## config.mk

```make
export PLATFORM = sky130hd
export DESIGN_NAME = mvm_result_drain
export DESIGN_NICKNAME = d
export VERILOG_FILES = /design/src/rtl/mvm_pkg.sv /design/src/rtl/mvm_result_drain_group_fifo.sv /design/src/rtl/mvm_result_drain.sv
export SDC_FILE = /design/constraint.sdc
export NUM_CORES = 2
export LEC_CHECK = 0
export BUFFER_PORTS_ARGS = -buffer_cell sky130_fd_sc_hd__buf_2
export CORE_ASPECT_RATIO = 2
export CORE_MARGIN = 2
export CORE_UTILIZATION = 45
export CTS_CLUSTER_SIZE = 16
export DETAILED_ROUTE_END_ITERATION = 10
export PLACE_DENSITY_LB_ADDON = 0.08
export SLEW_MARGIN = 40
export SYNTH_ARGS = -nofsm -noshare
export SYNTH_HDL_FRONTEND = slang
export SYNTH_SLANG_ARGS = --single-unit
```

## constraint.sdc

```tcl
create_clock -name clk -period 25 [get_ports clk]
set_input_delay 1.25 -clock clk [delete_from_list [all_inputs] [get_ports clk]]
set_output_delay 1.25 -clock clk [all_outputs]
set_load 0.05 [all_outputs]
```

## src/rtl/mvm_pkg.sv

```systemverilog
// Shared defaults and types for the MVM result drain.
package mvm_pkg;

    localparam int OWIDTH_DEF     = 32;
    localparam int NUM_OLANES_DEF = 8;
    localparam int FIFO_DEPTH_DEF = 16;
    localparam int MAT_ADDRW_DEF  = 9;

    // One parallel result group: lane 0 first.
    typedef logic [0:NUM_OLANES_DEF-1][OWIDTH_DEF-1:0] result_group_t;

    typedef enum logic {
        ST_IDLE   = 1'b0,
        ST_STREAM = 1'b1
    } drain_state_e;

endpackage

```

## src/rtl/mvm_result_drain_group_fifo.sv

```systemverilog
// Synchronous FIFO of whole result groups; pushes while full are refused
// unless a pop happens in the same cycle.
module group_fifo #(
    parameter  int WIDTH = 256,
    parameter  int DEPTH = 16,
    localparam int AW    = $clog2(DEPTH)
) (
    input  logic             clk,
    input  logic             rst,
    input  logic             push_i,
    input  logic [WIDTH-1:0] wdata_i,
    input  logic             pop_i,
    output logic [WIDTH-1:0] rdata_o,
    output logic             full_o,
    output logic             empty_o,
    output logic [AW:0]      count_o
);

    localparam logic [AW:0] PTR_ONE = (AW+1)'(1);

    logic [WIDTH-1:0] mem_q [DEPTH];
    logic [AW:0]      wptr_q, wptr_d;
    logic [AW:0]      rptr_q, rptr_d;
    logic             do_push;
    logic             do_pop;

    // Pointers carry one extra wrap bit so full and empty are distinguishable.
    assign empty_o = (wptr_q == rptr_q);
    assign full_o  = (wptr_q[AW] != rptr_q[AW]) && (wptr_q[AW-1:0] == rptr_q[AW-1:0]);
    assign count_o = wptr_q - rptr_q;
    assign rdata_o = mem_q[rptr_q[AW-1:0]];

    assign do_pop  = pop_i && !empty_o;
    assign do_push = push_i && (!full_o || do_pop);

    assign wptr_d = do_push ? (wptr_q + PTR_ONE) : wptr_q;
    assign rptr_d = do_pop  ? (rptr_q + PTR_ONE) : rptr_q;

    always_ff @(posedge clk) begin
        if (!rst) begin
            wptr_q <= '0;
            rptr_q <= '0;
        end else begin
            wptr_q <= wptr_d;
            rptr_q <= rptr_d;
        end
    end

    always_ff @(posedge clk) begin
        if (do_push) begin
            mem_q[wptr_q[AW-1:0]] <= wdata_i;
        end
    end

endmodule

```

## src/rtl/mvm_result_drain.sv

```systemverilog
// Buffers MVM result groups and serializes them lane-by-lane onto a
// valid/ready stream, tracking job completion from the snooped start command.
module mvm_result_drain
    import mvm_pkg::*;
#(
    parameter  int OWIDTH     = OWIDTH_DEF,
    parameter  int NUM_OLANES = NUM_OLANES_DEF,
    parameter  int FIFO_DEPTH = FIFO_DEPTH_DEF,
    parameter  int MAT_ADDRW  = MAT_ADDRW_DEF,
    localparam int LANEW      = $clog2(NUM_OLANES)
) (
    input  logic                                 clk,
    input  logic                                 rst,
    input  logic                                 i_start,
    input  logic [MAT_ADDRW:0]                   i_num_rows_per_olane,
    input  logic [0:NUM_OLANES-1][OWIDTH-1:0]    i_result,
    input  logic                                 i_valid,
    output logic [OWIDTH-1:0]                    o_data,
    output logic [LANEW-1:0]                     o_lane,
    output logic                                 o_last,
    output logic                                 o_valid,
    input  logic                                 i_ready,
    output logic                                 o_overflow,
    input  logic                                 i_clr_overflow,
    output logic                                 o_done,
    output logic                                 o_busy
);

    localparam int GW  = OWIDTH * NUM_OLANES;
    localparam int FAW = $clog2(FIFO_DEPTH);
    localparam logic [LANEW-1:0]   LAST_LANE = LANEW'(NUM_OLANES - 1);
    localparam logic [LANEW-1:0]   LANE_ONE  = LANEW'(1);
    localparam logic [MAT_ADDRW:0] CNT_ONE   = (MAT_ADDRW+1)'(1);

    drain_state_e                      state_q, state_d;
    logic [LANEW-1:0]                  lane_q, lane_d;
    logic [0:NUM_OLANES-1][OWIDTH-1:0] group_q, group_d;
    logic [MAT_ADDRW:0]                expected_q, expected_d;
    logic [MAT_ADDRW:0]                emitted_q, emitted_d;
    logic [MAT_ADDRW:0]                emitted_inc;
    logic                              busy_q, busy_d;
    logic                              zero_done_q, zero_done_d;
    logic                              ovf_q, ovf_d;

    logic [GW-1:0] fifo_rdata;
    logic          fifo_full;
    logic          fifo_empty;
    logic [FAW:0]  fifo_count;
    logic          fifo_pop;
    logic          xfer;
    logic          at_last;
    logic          final_xfer;
    logic          drop;

    group_fifo #(
        .WIDTH (GW),
        .DEPTH (FIFO_DEPTH)
    ) u_fifo (
        .clk     (clk),
        .rst     (rst),
        .push_i  (i_valid),
        .wdata_i (i_result),
        .pop_i   (fifo_pop),
        .rdata_o (fifo_rdata),
        .full_o  (fifo_full),
        .empty_o (fifo_empty),
        .count_o (fifo_count)
    );

    // Stream handshake: a word moves when o_valid && i_ready; once o_valid is
    // raised, data/lane/last stay frozen until that transfer happens.
    assign o_valid = (state_q == ST_STREAM);
    assign at_last = (lane_q == LAST_LANE);
    assign xfer    = o_valid && i_ready;
    assign o_data  = o_valid ? group_q[lane_q] : '0;
    assign o_lane  = o_valid ? lane_q : '0;
    assign o_last  = o_valid && at_last;

    assign emitted_inc = emitted_q + CNT_ONE;
    assign final_xfer  = xfer && at_last && busy_q && !i_start && (emitted_inc == expected_q);
    assign o_done      = final_xfer || zero_done_q;
    assign o_busy      = busy_q;
    assign o_overflow  = ovf_q;

    // A full FIFO still takes the push when the serializer pops in the same cycle.
    assign drop = i_valid && fifo_full && !fifo_pop;

    always_comb begin
        state_d  = state_q;
        lane_d   = lane_q;
        group_d  = group_q;
        fifo_pop = 1'b0;
        case (state_q)
            ST_IDLE: begin
                if (fifo_count != '0) begin
                    fifo_pop = 1'b1;
                    group_d  = fifo_rdata;
                    lane_d   = '0;
                    state_d  = ST_STREAM;
                end
            end
            ST_STREAM: begin
                if (xfer) begin
                    if (!at_last) begin
                        lane_d = lane_q + LANE_ONE;
                    end else if (!fifo_empty) begin
                        fifo_pop = 1'b1;
                        group_d  = fifo_rdata;
                        lane_d   = '0;
                    end else begin
                        state_d = ST_IDLE;
                    end
                end
            end
            default: state_d = ST_IDLE;
        endcase
    end

    always_comb begin
        expected_d  = expected_q;
        emitted_d   = emitted_q;
        busy_d      = busy_q;
        zero_done_d = 1'b0;
        ovf_d       = ovf_q;
        if (i_start) begin
            expected_d  = i_num_rows_per_olane;
            emitted_d   = '0;
            busy_d      = 1'b1;
            zero_done_d = (i_num_rows_per_olane == '0);
        end else begin
            if (zero_done_q) begin
                busy_d = 1'b0;
            end
            if (xfer && at_last && busy_q) begin
                emitted_d = emitted_inc;
                if (emitted_inc == expected_q) begin
                    busy_d = 1'b0;
                end
            end
        end
        if (drop) begin
            ovf_d = 1'b1;
        end else if (i_clr_overflow) begin
            ovf_d = 1'b0;
        end
    end

    always_ff @(posedge clk) begin
        if (!rst) begin
            state_q     <= ST_IDLE;
            lane_q      <= '0;
            group_q     <= '0;
            expected_q  <= '0;
            emitted_q   <= '0;
            busy_q      <= 1'b0;
            zero_done_q <= 1'b0;
            ovf_q       <= 1'b0;
        end else begin
            state_q     <= state_d;
            lane_q      <= lane_d;
            group_q     <= group_d;
            expected_q  <= expected_d;
            emitted_q   <= emitted_d;
            busy_q      <= busy_d;
            zero_done_q <= zero_done_d;
            ovf_q       <= ovf_d;
        end
    end

endmodule

```

Yosys cells after proc, flatten, opt, wreduce, memory -nomap -nowiden
Memory sizes are Yosys's and may differ from the RTL's. A register that Yosys moved wholly into a read port is not among the register bits.
Index checks and enable logic that the tools add are counted.

word-level totals
  flip-flop bits (word level) = 293
  memories kept = 1
  RAM bits = 4096

memory list
  name          depth  width  rd ports  clocked after memory_dff  wr ports  line                               source
  u_fifo.mem_q  16     256    1         1                         1         mvm_result_drain_group_fifo.sv:21  logic [WIDTH-1:0] mem_q [DEPTH];

operators by class
  $lt $le $gt $ge = 1
  $add $sub $neg = 5
  reductions and logical operators = 24
  mux-type cells = 33
  eq/ne operators = 10
  bitwise gates (word level) = 3

operator list
  kind                                                                     count
  256-bit 2-to-1 mux                                                       4
  256-bit one-hot mux with 2 select lines                                  1
  32-bit binary-select mux with 3-bit select                               1
  32-bit 2-to-1 mux                                                        3
  3-bit 2-to-1 mux                                                         5
  1-bit 2-to-1 mux                                                         14
  1-bit logical AND                                                        11
  10-bit by 1-bit adder with 10-bit output, second input constant          1
  5-bit by 1-bit adder with 5-bit output, second input constant            2
  10-bit == test                                                           1
  10-bit zero test                                                         1
  4-bit 2-to-1 mux                                                         2
  3-bit one-hot mux with 2 select lines                                    1
  5-bit == test                                                            1
  5-bit nonzero test                                                       1
  5-bit subtractor                                                         1
  4-bit == test                                                            1
  4-bit greater-or-equal comparator, second input constant                 1
  1-bit zero test                                                          4
  2-bit by 1-bit inequality test with 1-bit output, second input constant  2
  2-bit inequality test, second input constant                             2
  3-bit inverter with 4-bit output                                         1
  1-bit one-hot mux with 2 select lines                                    2
  4-bit AND reduction                                                      1
  other kinds (10)                                                         12

Depth between registers and ports, before layout
  word-level depth = 10
  gate-level depth with buffers = 13
  mapped depth without buffers = 9

Hierarchy
From an unflattened synthesis, not the netlist that was laid out.

second synthesis, totals
  cell total of the unflattened synthesis = 7846
  area total of the unflattened synthesis = 165565.0 um^2

by module, submodules not included
  module            seq. area each (um^2)  instances  cells an instance  area each (um^2)
  group_fifo        123278.2               1          6417               153398.4
  mvm_result_drain  5665.4                 1          1429               12166.7

Worst setup path after synthesis
Ideal clock, no wire load.

  path type = in2reg
  start = input i_ready
  end = memory u_fifo.mem_q[3][0] (enable)
  arrival = 19294 ps
  required time = 23815 ps
  cell stages on the path = 4
  path buffers = 0
  path slack = 4521 ps
  path through = nand3_1 a31oi_1 nand2_1 nor3_1

on the way
  word-level cells in the longest chain between the ends = 8

ends and longest elaborated chain
  what                                    line                               source
  start: declaration                      mvm_result_drain.sv:22             input logic i_ready,
  1-bit logical AND                       mvm_result_drain.sv:74             assign xfer = o_valid && i_ready;
  1-bit 2-to-1 mux                        mvm_result_drain.sv:103            if (xfer) begin
  1-bit one-hot mux with 2 select lines   mvm_result_drain.sv:93             case (state_q)
  1-bit logical AND                       mvm_result_drain_group_fifo.sv:33  assign do_pop = pop_i && !empty_o;
  1-bit logical OR                        mvm_result_drain_group_fifo.sv:34  assign do_push = push_i && (!full_o || do_pop);
  1-bit logical AND                       mvm_result_drain_group_fifo.sv:34
  1-bit 2-to-1 mux                        mvm_result_drain_group_fifo.sv:50  if (do_push) begin
  1-bit 2-to-1 mux (not written as such)  mvm_result_drain_group_fifo.sv:51  mem_q[wptr_q[AW-1:0]] <= wdata_i;
  end: declaration                        mvm_result_drain_group_fifo.sv:21

Every way passes these cells.

Final worst setup path
  start = register lane_q[1]
  end = memory u_fifo.mem_q[12][25] (enable)

on the way
  word-level cells in the longest chain between the ends = 9

ends and longest elaborated chain
  what                                    line                               source
  start: declaration                      mvm_result_drain.sv:36             logic [LANEW-1:0] lane_q, lane_d;
  start signal: assignment                mvm_result_drain.sv:160            lane_q <= lane_d;
  3-bit == test                           mvm_result_drain.sv:73             assign at_last = (lane_q == LAST_LANE);
  1-bit 2-to-1 mux                        mvm_result_drain.sv:104            if (!at_last) begin
  1-bit 2-to-1 mux                        mvm_result_drain.sv:103
  1-bit one-hot mux with 2 select lines   mvm_result_drain.sv:93
  1-bit logical AND                       mvm_result_drain_group_fifo.sv:33
  1-bit logical OR                        mvm_result_drain_group_fifo.sv:34
  1-bit logical AND                       mvm_result_drain_group_fifo.sv:34
  1-bit 2-to-1 mux                        mvm_result_drain_group_fifo.sv:50
  1-bit 2-to-1 mux (not written as such)  mvm_result_drain_group_fifo.sv:51

Every way passes these cells.

==> flow_results.org <==
** Outcome
- Status :: finished clean

** Synthesis
- The most used flip-flop cell after synthesis is sky130_fd_sc_hd__edfxtp_1.
- Number of synthesized flops with an enable pin :: just over 4000
- In this run the biggest area consumer among cell types represents approximately 74% of the synthesized area.
- Yosys mapped the design onto 42 distinct sky130hd cell types.
- Synthesis-stage register bit count :: 4393
- Cell with the most instances after synthesis :: sky130_fd_sc_hd__edfxtp_1
- Summing every instance area after synthesis gives around 0.17 sq mm.
- Share of synthesized cell area in and, or, nand and nor gates :: 1.85%
- After synthesis, the largest family of logic cells by area is multiplexers.
- After Yosys synthesis, XOR and XNOR cells account for 0.152% of the synthesized area.
- After synthesis, the share of flip-flops with an asynchronous set or reset is 0%.
- Synthesized netlist cell count :: 7215
- The commonest cells after synthesis are sky130_fd_sc_hd__edfxtp_1 (4096), sky130_fd_sc_hd__mux4_2 (1344), sky130_fd_sc_hd__dfxtp_1 (297), sky130_fd_sc_hd__nand2_1 (277), sky130_fd_sc_hd__nand3_1 (266).
- Multiplexer share of the synthesized area :: between 15 and 20%
- Cell taking the most area after synthesis :: sky130_fd_sc_hd__edfxtp_1
- When the netlist entered floorplanning its net count stood at between 7000 and 8000.
- Synth Warn # :: 0
- Each instance of the synthesized netlist takes up on average 23.1 sq um.
- Biggest area contributors in the synthesized netlist :: sky130_fd_sc_hd__edfxtp_1 (74%), sky130_fd_sc_hd__mux4_2 (18%), sky130_fd_sc_hd__dfxtp_1 (3.6%)
- Summing the areas of all compound-gate instances in the mapped netlist gives less than 1% of the synthesized area.
- For this run, the register share of the synthesized area comes to 77.3%.
- Summing the areas of all fa, ha and maj instances in the mapped netlist gives 0.0900% of the synthesized area.

** GRT
- The initial antenna violation count came to 141.
- Number of global-route vias before repair :: 82250
- Entering global routing, the biggest net connects 151 pins.
- The first global-routing pass estimated 660000 microns of wire.
- In the global route stage, overall resource usage came out at roughly a quarter.
- Remaining global-route overflow :: 0

** Layout
- Share of final-layout standard cells stronger than drive strength 1 :: between 30% and 40%
- Number of fill cells :: 29167
- At the end of the flow the core is filled with cells to 50.9%.
- The net count of the finished layout is between 7000 and 8000.
- Synthesis-to-finish area growth :: 12.7%

** Worst setup path
- Critical path endpoint category :: flop
- Crit-path max FO :: 53
- The most critical setup path has its startpoint at lane_q[1]$_SDFFE_PN0P_.
- Critical R2R Capture :: u_fifo.mem_q[12][25]$_DFFE_PP_
- Type of the worst setup path :: reg -> reg
- Destination of the critical timing path :: u_fifo.mem_q[12][25]$_DFFE_PP_
- Startpoint of the most critical register-to-register path :: lane_q[1]$_SDFFE_PN0P_
- Data on the critical path arrives at its endpoint at roughly 7.6 ns.
- Flop-to-flop setup slack :: roughly 18 ns
- The worst setup path is launched from a flop.
- Required time at the worst-slack endpoint :: 25.56 ns
- The worst register-to-register path has a depth of 12.

** Floorplanning
- Total Die Area :: between 0.3 and 0.4 sq mm
- In this run the count of I/O pins placed on the die edge is 312.
- Row Count :: ~320
- In this run the vertical extent of the chip is 865 microns.
- Initial standard-cell utilization of the core :: 45.1%
- Overall die width :: 434 microns
- The core region is 0.370 sq mm.

** STA
- Post-Route Skew :: 0.0566 ns
- Of the available clock period, the critical path in the final layout requires 28.1%.
- The max-slew violation total from the final report is 0.
- Setup repair after global routing missed its margin :: false
- The hold violation total from the final report was 0.
- Setup violations remaining at the end of the flow were counted as 0.
- At the pin with the least slew margin, the transition time is 0.905 ns.
- Measured against its own limit, the worst slew margin works out to 39.7%.
- Setup TNS :: 0 ns
- Setup slack on the critical path of the routed design comes to approximately 18 ns.
- Min Tclk post-route :: 7.03 ns
- For this run, the top clock speed supported by timing is 0.142 GHz.
- The tightest hold path in the finished design has a slack of 0.459 ns.

** Clocking
- The tree is rooted in a sky130_fd_sc_hd__clkbuf_16.
- Hold-fix buffer count after cts :: 0
- The number of setup buffers added after CTS is 0.
- In this run the number of H-tree levels came out at 5.
- TritonCTS clock tree :: built
- Number of sinks on the clock net :: 4393
- The clock passes through at most 4 buffers.
- Clock transition at path regs :: 0.07 ns
- Post-CTS sizing :: 0
- Clock latency reported for the late side of the worst-skew pair :: 0.96 ns
- TritonCTS Buffers :: between 300 and 400

** Detailed routing
- DRC Markers :: 0
- The detail route stage leaves a number of antenna-violating nets equal to 0.
- The first routing iteration left 6887 violations.
- Wire per inst :: 36.5 microns
- Before antenna repair, the detailed router went through 5 iterations.
- Routed via count :: 78000
- Vias per inst :: 6.01
- Detailed-route wire length :: 473000 microns

** Power
- Largest vdd supply drop :: 99.4 uV
- Power Total :: roughly 18000 uW
- The analysis attributes to cell leakage a power of 0.0571 uW.
- Pwr per Cell Area :: 94.7 mW/mm^2

** Hold path
- The worst hold path belongs to the class reg -> reg.

** Placement
- The congestion estimate from routability-driven global placement came to 0.801.
- Total half-perimeter wirelength after legalization and detailed placement :: between 200000 and 300000 microns
- Buffers added on ports :: 311
- Timing analysis after detailed placement gives a worst setup slack of approximately 18 ns.

** Job
- Max cap viols :: 0
[kinds of logic (layout without fill, tap and decap cells)]
logic type | Yosys count | count (layout)
AO/OA/AOI/OAI | 288 | 288
XOR/XNOR | 29 | 29
adder cells (fa/ha/maj) | 12 | 12
buffers and inverters | 438 | 1236
flip-flops | 4393 | 4393
multiplexers | 1389 | 1389
other | 0 | 35
AND/OR/NAND/NOR | 666 | 666
[cells in the final DEF, fill, tap and decap left out, types with 18 or more instances in the layout]
master	instances
sky130_fd_sc_hd__edfxtp_1	4096
sky130_fd_sc_hd__mux4_2	1344
sky130_fd_sc_hd__clkbuf_16	398
sky130_fd_sc_hd__buf_2	310
sky130_fd_sc_hd__dfxtp_1	289
sky130_fd_sc_hd__nand2_1	277
sky130_fd_sc_hd__nand3_1	266
sky130_fd_sc_hd__o21ai_1	256
sky130_fd_sc_hd__clkinv_2	83
sky130_fd_sc_hd__buf_4	82
sky130_fd_sc_hd__clkbuf_1	79
sky130_fd_sc_hd__buf_6	57
sky130_fd_sc_hd__clkinv_1	53
sky130_fd_sc_hd__nor2b_1	49
sky130_fd_sc_hd__mux2i_1	45
sky130_fd_sc_hd__bufinv_16	39
sky130_fd_sc_hd__buf_12	38
sky130_fd_sc_hd__clkbuf_8	37
sky130_fd_sc_hd__diode_2	35
sky130_fd_sc_hd__clkinvlp_4	19
sky130_fd_sc_hd__xnor2_1	18
sky130_fd_sc_hd__buf_16	18
[power breakdown]
part	leakage [uW]	total [uW]	switching [uW]	internal, uW
clock	0.00631	6150	2710	3440
combinational	0.0113	2910	1570	1340
sequential	0.0395	8760	454	8300
[worst max-delay path, stage by stage, from the launching register on]
cell                      delay [ns]
sky130_fd_sc_hd__dfxtp_4        0.67
sky130_fd_sc_hd__ha_1           0.25
sky130_fd_sc_hd__ha_1           0.29
sky130_fd_sc_hd__nand3_1        0.22
sky130_fd_sc_hd__a31oi_1        0.68
sky130_fd_sc_hd__nand2_1        0.43
sky130_fd_sc_hd__nor2_4         0.22
sky130_fd_sc_hd__buf_12         0.30
sky130_fd_sc_hd__buf_16         0.35
sky130_fd_sc_hd__buf_4          0.64
sky130_fd_sc_hd__buf_4          0.74
sky130_fd_sc_hd__buf_4          0.74
sky130_fd_sc_hd__buf_4          0.70
[area by class of cell]
type	count	area [sq um]	area share (%)
multi-input cells	2384	35800	19.1
clock inverters	209	2120	1.13
well taps	4929	6170	3.28
repair buffers	507	4100	2.18
diodes	35	87.6	0.0466
flip-flops and latches	4393	129000	68.6
clock buffers	514	10800	5.72
inverters	6	22.5	0.0120
[flip-flops by register name, indices dropped and copies added (netlist names), named ones only]
| signal | flops |
|---|---|
| group_q | 256 |
| lane_q | 3 |
| emitted_q | 10 |
| o_busy | 1 |
| o_overflow | 1 |
| expected_q | 10 |
| u_fifo.mem_q | 4096 |
| zero_done_q | 1 |
| o_valid | 1 |
| u_fifo.rptr_q | 5 |
| u_fifo.wptr_q | 5 |
[how the worst min path moves through the flow]
stage | startpoint | end | slack (ns) | cells past startpoint
after detailed placement | group_q[190]$_SDFFE_PN0P_ | group_q[190]$_SDFFE_PN0P_ | 0.45 | 2
final | group_q[55]$_SDFFE_PN0P_ | group_q[55]$_SDFFE_PN0P_ | 0.46 | 2
after CTS | group_q[190]$_SDFFE_PN0P_ | group_q[190]$_SDFFE_PN0P_ | 0.46 | 2
after global routing | group_q[33]$_SDFFE_PN0P_ | group_q[33]$_SDFFE_PN0P_ | 0.48 | 2
after floorplan | group_q[160]$_SDFFE_PN0P_ | group_q[160]$_SDFFE_PN0P_ | 0.43 | 2
after global placement | group_q[197]$_SDFFE_PN0P_ | group_q[197]$_SDFFE_PN0P_ | 0.45 | 2
[per-stage QoR]
step | area (sq um) | std cells
2_1_floorplan | 167000 | 7215
3_3_place_gp | 174000 | 12189
3_5_place_dp | 175000 | 12208
4_1_cts | 188000 | 12931
5_1_grt | 188000 | 12947
6_report | 188000 | 12977
[metal layers]
layer | vias up | track usage (%) | wire, microns
met5 | - | 0 | 588
met4 | 94 | 8.60 | 18100
met2 | 2346 | 44.0 | 247000
met3 | 689 | 4.58 | 27800
met1 | 43377 | 32.0 | 180000
li1 | 31494 | - | -
Power figures use the tool's default switching activity.
